<file path="config.mk">
export PLATFORM = sky130hd
export DESIGN_NAME = ppu_bg_scroll
export DESIGN_NICKNAME = d
export VERILOG_FILES = /design/src/rtl/ppu_bg_scroll.sv
export SDC_FILE = /design/constraint.sdc
export NUM_CORES = 1
export LEC_CHECK = 0
export ABC_AREA = 1
export ABC_CLOCK_PERIOD_IN_PS = 1520
export BUFFER_PORTS_ARGS = -buffer_cell sky130_fd_sc_hd__buf_2
export CORE_MARGIN = 1.5
export CORE_UTILIZATION = 55
export CTS_BUF_LIST = sky130_fd_sc_hd__clkbuf_2 sky130_fd_sc_hd__clkbuf_4 sky130_fd_sc_hd__clkbuf_8
export DETAILED_ROUTE_END_ITERATION = 10
export GPL_TIMING_DRIVEN = 0
export PLACE_DENSITY = 0.76
export SETUP_SLACK_MARGIN = 0.5
export SLEW_MARGIN = 30
export SYNTH_ARGS = -nofsm -noshare
export SYNTH_HDL_FRONTEND = slang
export SYNTH_SLANG_ARGS = --single-unit
</file>
<file path="constraint.sdc">
create_clock -name clk -period 1.52 [get_ports clk]
set_input_delay 0.076 -clock clk [delete_from_list [all_inputs] [get_ports clk]]
set_output_delay 0.076 -clock clk [all_outputs]
set_load 0.05 [all_outputs]
</file>
<file path="src/rtl/ppu_bg_scroll.sv">
// Purpose : PPU background fetch pipeline with loopy-style scroll register v.
// Latency : pixel is combinational from the shift registers (zero added latency); VRAM_addr is registered.
// Backpressure: none; advances every clk while rendering_en=1 and freezes completely while it is 0.
//
// Ports
//   clk, reset (async, active-low)        clock and reset
//   rendering_en                          background rendering enable
//   VRAM_data_in / VRAM_addr              VRAM read data / registered read address
//   x_idx, scanline                       current dot (0..340) and scanline (0..PRERENDER_LINE)
//   bg_pt_addr                            background pattern table select
//   scroll_t                              temporary address t {fineY, NT[1:0], coarseY, coarseX}
//   fine_x                                fine X scroll (selects the shift register tap)
//   show_left                             background enable for columns 0..7
//   pixel                                 palette index {AT_hi, AT_lo, PT_hi, PT_lo}
//
// Build option: define PPU_BG_CLIP_EN to blank columns 0..7 when show_left=0.
// Without it show_left is ignored.

module ppu_bg_scroll #(
    parameter logic [15:0] NT_BASE        = 16'h2000,
    parameter logic [15:0] AT_OFFSET      = 16'h03C0,
    parameter int          VISIBLE_LINES  = 240,
    parameter int          PRERENDER_LINE = 261
) (
    input  logic        clk,
    input  logic        reset,
    input  logic        rendering_en,
    input  logic [7:0]  VRAM_data_in,
    output logic [15:0] VRAM_addr,
    input  logic [9:0]  x_idx,
    input  logic [9:0]  scanline,
    input  logic        bg_pt_addr,
    input  logic [14:0] scroll_t,
    input  logic [2:0]  fine_x,
    input  logic        show_left,
    output logic [3:0]  pixel
);

    localparam logic [9:0] VIS_L = 10'(VISIBLE_LINES);
    localparam logic [9:0] PRE_L = 10'(PRERENDER_LINE);

    // ------------------------------------------------------------------
    // State
    // ------------------------------------------------------------------
    logic [14:0] v;
    logic [7:0]  nt_idx;
    logic [1:0]  at_bits;
    logic [7:0]  pt_lo_lat;
    logic [7:0]  pt_hi_lat;
    logic [15:0] sr_pt_lo;
    logic [15:0] sr_pt_hi;
    logic [15:0] sr_at_lo;
    logic [15:0] sr_at_hi;

    logic [14:0] v_nx;
    logic [7:0]  nt_idx_nx;
    logic [1:0]  at_bits_nx;
    logic [7:0]  pt_lo_lat_nx;
    logic [7:0]  pt_hi_lat_nx;
    logic [15:0] sr_pt_lo_nx;
    logic [15:0] sr_pt_hi_nx;
    logic [15:0] sr_at_lo_nx;
    logic [15:0] sr_at_hi_nx;
    logic [15:0] addr_nx;

    // ------------------------------------------------------------------
    // Timing windows
    // ------------------------------------------------------------------
    logic       active_line;
    logic       fetch_win;
    logic       pre_vcopy;
    logic [2:0] phase;

    assign active_line = (scanline < VIS_L) || (scanline == PRE_L);
    assign fetch_win   = active_line &&
                         ((x_idx < 10'd256) || ((x_idx >= 10'd320) && (x_idx < 10'd336)));
    assign pre_vcopy   = (scanline == PRE_L) && (x_idx >= 10'd280) && (x_idx <= 10'd304);
    assign phase       = x_idx[2:0];

    // ------------------------------------------------------------------
    // Scroll helpers
    // ------------------------------------------------------------------
    // Coarse X wraps into the horizontally adjacent nametable.
    function automatic logic [14:0] coarse_x_inc(input logic [14:0] vi);
        logic [14:0] vo;
        vo = vi;
        if (vi[4:0] == 5'd31) begin
            vo[4:0] = 5'd0;
            vo[10]  = ~vi[10];
        end else begin
            vo[4:0] = vi[4:0] + 5'd1;
        end
        return vo;
    endfunction

    // Row 29 is the last tile row of a nametable, so it wraps into the
    // vertically adjacent one. Rows 30/31 sit in attribute space; scrolling
    // from there wraps to row 0 of the same nametable.
    function automatic logic [14:0] y_inc(input logic [14:0] vi);
        logic [14:0] vo;
        vo = vi;
        if (vi[14:12] != 3'd7) begin
            vo[14:12] = vi[14:12] + 3'd1;
        end else begin
            vo[14:12] = 3'd0;
            if (vi[9:5] == 5'd29) begin
                vo[9:5] = 5'd0;
                vo[11]  = ~vi[11];
            end else if (vi[9:5] == 5'd31) begin
                vo[9:5] = 5'd0;
            end else begin
                vo[9:5] = vi[9:5] + 5'd1;
            end
        end
        return vo;
    endfunction

    // Pixels are shifted out LSB-first, so the leftmost pattern bit (bit 7)
    // must land at the lowest position of the reloaded byte.
    function automatic logic [7:0] rev8(input logic [7:0] b);
        return {b[0], b[1], b[2], b[3], b[4], b[5], b[6], b[7]};
    endfunction

    // ------------------------------------------------------------------
    // Next-state logic
    // ------------------------------------------------------------------
    always_comb begin
        v_nx         = v;
        nt_idx_nx    = nt_idx;
        at_bits_nx   = at_bits;
        pt_lo_lat_nx = pt_lo_lat;
        pt_hi_lat_nx = pt_hi_lat;
        sr_pt_lo_nx  = sr_pt_lo;
        sr_pt_hi_nx  = sr_pt_hi;
        sr_at_lo_nx  = sr_at_lo;
        sr_at_hi_nx  = sr_at_hi;
        addr_nx      = VRAM_addr;

        if (rendering_en) begin
            if (fetch_win) begin
                sr_pt_lo_nx = {1'b0, sr_pt_lo[15:1]};
                sr_pt_hi_nx = {1'b0, sr_pt_hi[15:1]};
                sr_at_lo_nx = {1'b0, sr_at_lo[15:1]};
                sr_at_hi_nx = {1'b0, sr_at_hi[15:1]};

                case (phase)
                    3'd0: addr_nx = NT_BASE | {4'b0000, v[11:0]};
                    3'd1: nt_idx_nx = VRAM_data_in;
                    3'd2: addr_nx = NT_BASE | AT_OFFSET |
                                    {4'b0000, v[11:10], 4'b0000, v[9:7], v[4:2]};
                    3'd3: begin
                        // Quadrant within the 32x32-pixel attribute cell.
                        case ({v[6], v[1]})
                            2'b00:   at_bits_nx = VRAM_data_in[1:0];
                            2'b01:   at_bits_nx = VRAM_data_in[3:2];
                            2'b10:   at_bits_nx = VRAM_data_in[5:4];
                            default: at_bits_nx = VRAM_data_in[7:6];
                        endcase
                    end
                    3'd4: addr_nx = {3'b000, bg_pt_addr, nt_idx, 1'b0, v[14:12]};
                    3'd5: begin
                        pt_lo_lat_nx = VRAM_data_in;
                        addr_nx      = {3'b000, bg_pt_addr, nt_idx, 1'b1, v[14:12]};
                    end
                    3'd6: pt_hi_lat_nx = VRAM_data_in;
                    default: begin
                        // Reload the upper byte in the same cycle as this dot's shift.
                        sr_pt_lo_nx = {rev8(pt_lo_lat), sr_pt_lo[8:1]};
                        sr_pt_hi_nx = {rev8(pt_hi_lat), sr_pt_hi[8:1]};
                        sr_at_lo_nx = {{8{at_bits[0]}}, sr_at_lo[8:1]};
                        sr_at_hi_nx = {{8{at_bits[1]}}, sr_at_hi[8:1]};
                        v_nx        = coarse_x_inc(v);
                    end
                endcase
            end

            // Dot 255 is also fetch phase 7: chain the Y increment onto the
            // coarse-X result. The two touch disjoint bits of v.
            if (active_line && (x_idx == 10'd255)) begin
                v_nx = y_inc(v_nx);
            end

            if (active_line && (x_idx == 10'd256)) begin
                v_nx[4:0] = scroll_t[4:0];
                v_nx[10]  = scroll_t[10];
            end

            if (pre_vcopy) begin
                v_nx[9:5]   = scroll_t[9:5];
                v_nx[11]    = scroll_t[11];
                v_nx[14:12] = scroll_t[14:12];
            end
        end
    end

    // ------------------------------------------------------------------
    // Registers
    // ------------------------------------------------------------------
    always_ff @(posedge clk or negedge reset) begin
        if (!reset) begin
            v         <= '0;
            nt_idx    <= '0;
            at_bits   <= '0;
            pt_lo_lat <= '0;
            pt_hi_lat <= '0;
            sr_pt_lo  <= '0;
            sr_pt_hi  <= '0;
            sr_at_lo  <= '0;
            sr_at_hi  <= '0;
            VRAM_addr <= '0;
        end else begin
            v         <= v_nx;
            nt_idx    <= nt_idx_nx;
            at_bits   <= at_bits_nx;
            pt_lo_lat <= pt_lo_lat_nx;
            pt_hi_lat <= pt_hi_lat_nx;
            sr_pt_lo  <= sr_pt_lo_nx;
            sr_pt_hi  <= sr_pt_hi_nx;
            sr_at_lo  <= sr_at_lo_nx;
            sr_at_hi  <= sr_at_hi_nx;
            VRAM_addr <= addr_nx;
        end
    end

    // ------------------------------------------------------------------
    // Pixel output
    // ------------------------------------------------------------------
`ifdef PPU_BG_CLIP_EN
    logic clip_left;
    assign clip_left = !show_left && (x_idx < 10'd8);
`else
    logic clip_left;
    logic show_left_unused;
    assign clip_left        = 1'b0;
    assign show_left_unused = show_left;
`endif

    always_comb begin
        pixel = {sr_at_hi[fine_x], sr_at_lo[fine_x], sr_pt_hi[fine_x], sr_pt_lo[fine_x]};
        if (!reset || !rendering_en || (scanline >= VIS_L) || (x_idx >= 10'd256) || clip_left) begin
            pixel = 4'd0;
        end
    end

endmodule

</file>
==> impl_metrics.env <==
export IMPL_grtUsageMet1_pct=36.9
export IMPL_ys_warn_count=0
export IMPL_mostFrequentLayoutCells="nand2_1, dfrtp_1, nand2_2, inv_1, o21ai_2"
export IMPL_timing_hold_ws_ns=-0.514
export IMPL_p_comb_share_pct=21.2
export IMPL_ir_worst_vdd_uv=951
export IMPL_grt_pass1_wl_mm=29.0
export IMPL_violations="hold timing, setup timing"
export IMPL_critical_path_arrival_ns=1.64
export IMPL_slew_headroom_pct=59.1
export IMPL_power_total_uw=9370
export IMPL_synth_top_area_share_pct=48.3
export IMPL_dieArea_mm2=0.0119
export IMPL_ys_async_sr_fraction_pct=100
export IMPL_yosysUniqueCellTypes=38
export IMPL_dp_hpwl_mm=11.4
export IMPL_criticalPathCategory="register to primary output"
export IMPL_p_seq_share_pct=43.3
export IMPL_cap_violations=0
export IMPL_synth_top_area_cell="dfrtp_1"
export IMPL_cts_tree="yes"
export IMPL_setup_worst_path_start_class="register"
export IMPL_h_tree_depth=4
export IMPL_syn_to_final_growth_pct=55.4
export IMPL_clock_latency_ns=0.46
export IMPL_rsz0062_at_grt="true"
export IMPL_drtIter0Drc=681
export IMPL_vias_per_cell=6.25
export IMPL_firstDrtPassIters=7
export IMPL_synth_ff_type="dfrtp_1"
export IMPL_clock_power_share_pct=35.5
export IMPL_drt_total_wl_mm=23.9
export IMPL_min_period_ns=1.72
export IMPL_min_path_type="input pin to asynchronous set/reset pin"
export IMPL_n_antenna_cell=0
export IMPL_drive_above_1_share_pct=44.7
export IMPL_clock_sinks=119
export IMPL_run_status="finished, violations left"
export IMPL_path_max_fanout=2
export IMPL_layout_setup_ws_ns=-0.201
export IMPL_first_global_vias=6223
export IMPL_rows=38
export IMPL_required_ns=1.44
export IMPL_grtUsageMet3_pct=7.05
export IMPL_vias=6996
export IMPL_grt_met2_usage_pct=54.9
export IMPL_power_density_mw_per_mm2=977
export IMPL_ys_seq_area_share_pct=48.3
export IMPL_synthCells=801
export IMPL_cts_inserted_buffers=17
export IMPL_io_buffers=62
export IMPL_setup_viol=9
export IMPL_gr_max_usage_layer="met2"
export IMPL_overflow=0
export IMPL_cts_hold_buf=24
export IMPL_ant_nets=0
export IMPL_tightest_slew_ns=0.608
export IMPL_routedWlPerCell_um=21.3
export IMPL_cts_clk_slew_worst_paths_ns=0.07
export IMPL_syn_area_mm2=0.00617
export IMPL_internal_power_uw=6450
export IMPL_yosys_register_bits=119
export IMPL_chipHeight_um=109
export IMPL_start_util_pct=56.6
export IMPL_end_kind="primary output"
export IMPL_min_period_over_period_pct=113
export IMPL_design_area_mm2=0.00959
export IMPL_drc=0
export IMPL_postPlaceCellArea_mm2=0.00708
export IMPL_max_freq_ghz=0.581
export IMPL_clockBufferDepth=2
export IMPL_grt_antenna_before_repair=0
export IMPL_mostFrequentLayoutCell="nand2_1"
export IMPL_fin_nets=1025
export IMPL_ios=71
export IMPL_fp_coreArea_mm2=0.0109
export IMPL_grt_max_degree=82
export IMPL_leakage_uw=0.00464
export IMPL_finClkSkew_ns=0.0115
export IMPL_slew_viol_final=0
export IMPL_avgSynthCellArea_um2=7.70
export IMPL_p_sw_share_pct=31.2
export IMPL_tns_ns=-0.999
export IMPL_netlist_top_cells_area="dfrtp_1, nand2_1, o21ai_0"
export IMPL_synth_edf_count=0
export IMPL_fp_dieW_um=109
export IMPL_p_switching_uw=2920
export IMPL_cts_root_buf="clkbuf_8"
export IMPL_hold_viol=119
export IMPL_gp_congestion=0.907
export IMPL_grt_usage_pct=31.9
[synth_stat cells (8+ instances only)]
library cell / count
nand2_1: 264
dfrtp_1: 119
o21ai_0: 78
inv_1: 68
nand3_1: 55
nor2_1: 45
o21ai_1: 32
a21oi_1: 22
buf_2: 19
inv_2: 11
o21a_1: 11
o22ai_1: 8
[cell families (layout without fill, tap and decap cells)]
logic type	count (synthesis)	count (layout)	synth area share, %
compound gates	164	164	14.7
xor+xnor	1	1	0.142
fa+ha+maj	7	7	1.42
buf+inv	115	292	8.20
flops	119	119	48.3
other cells	1	2	0.0608
simple gates	394	394	27.2
[flip-flops by register name, summed over array words and instances, names as in the netlist, 8 cells and up]
name and cells:
pt_hi_lat 8, pt_lo_lat 8, v 15, sr_at_lo 16, VRAM_addr 14, sr_pt_hi 16, sr_at_hi 16, sr_pt_lo 16
nt_idx 8
[layer usage]
| layer | vias to the layer above | wire (um) |
|---|---|---|
| met5 | - | 0 |
| met3 | 177 | 1880 |
| met1 | 3414 | 8150 |
| li1 | 2926 | - |
| met2 | 479 | 12000 |
| met4 | 0 | 1820 |
[final timing paths]
path,to,slack (ns),startpoint,depth (start not counted)
setup reg to reg,v[8],-0.18,v[5],10
hold / removal,sr_at_lo[1],-0.51,reset,1
max in group asynchronous,v[2],1.26,reset,2
hold reg to reg,sr_pt_hi[13],0.50,sr_pt_hi[13],1
min in group clk,VRAM_addr[13],0.04,x_idx[2],4
setup / recovery,pixel[0],-0.20,sr_pt_lo[4],7
[area by class of cell]
class | instances | area (um^2)
inverters | 80 | 350
multi-input cells | 568 | 3700
repair buffers | 146 | 1470
well taps | 140 | 175
clock buffers | 25 | 344
flip-flops and latches | 119 | 2990
plain buffers | 35 | 443
clock inverters | 6 | 110
fillers | 445 | 1300
[stage by stage]
stage | worst slack (ns) | instances | util, %
4_1_cts | -0.0931 | 1084 | 76.5
3_5_place_dp | -0.150 | 1005 | 65.1
2_1_floorplan | 0.0843 | 802 | -
6_report | -0.201 | 1119 | 88.0
5_1_grt | -0.270 | 1119 | 88.0
3_3_place_gp | -1.77 | 1004 | 64.7
[power by group through the flow]
stage / Sequential, uW / Clock, uW / Combinational [uW]
finish: 4060 / 3320 / 1990
global route: 4090 / 3410 / 2130
detailed placement: 4000 / 0 / 1380
CTS: 3950 / 3270 / 1570
global placement: 3980 / 0 / 1300
floorplan: 4050 / 0 / 875
[what timing repair did]
action / in CTS / in global routing
setup endpoints to repair: 84 / 107
pin swaps: 36 / 65
resized for setup: 100 / 233
buffers inserted: 24 / 23
hold endpoints to repair: 160 / 119
cloned: 0 / 12
[critical path, stage by stage, from the launching register on]
cell and delay, ns:
dfrtp_1 0.37, inv_2 0.05, a21oi_2 0.12, o21ai_1 0.09
o211ai_1 0.12, nand2_1 0.12, nor2_2 0.16, buf_6 0.17
Note: power is estimated with default switching activity, not from simulation.
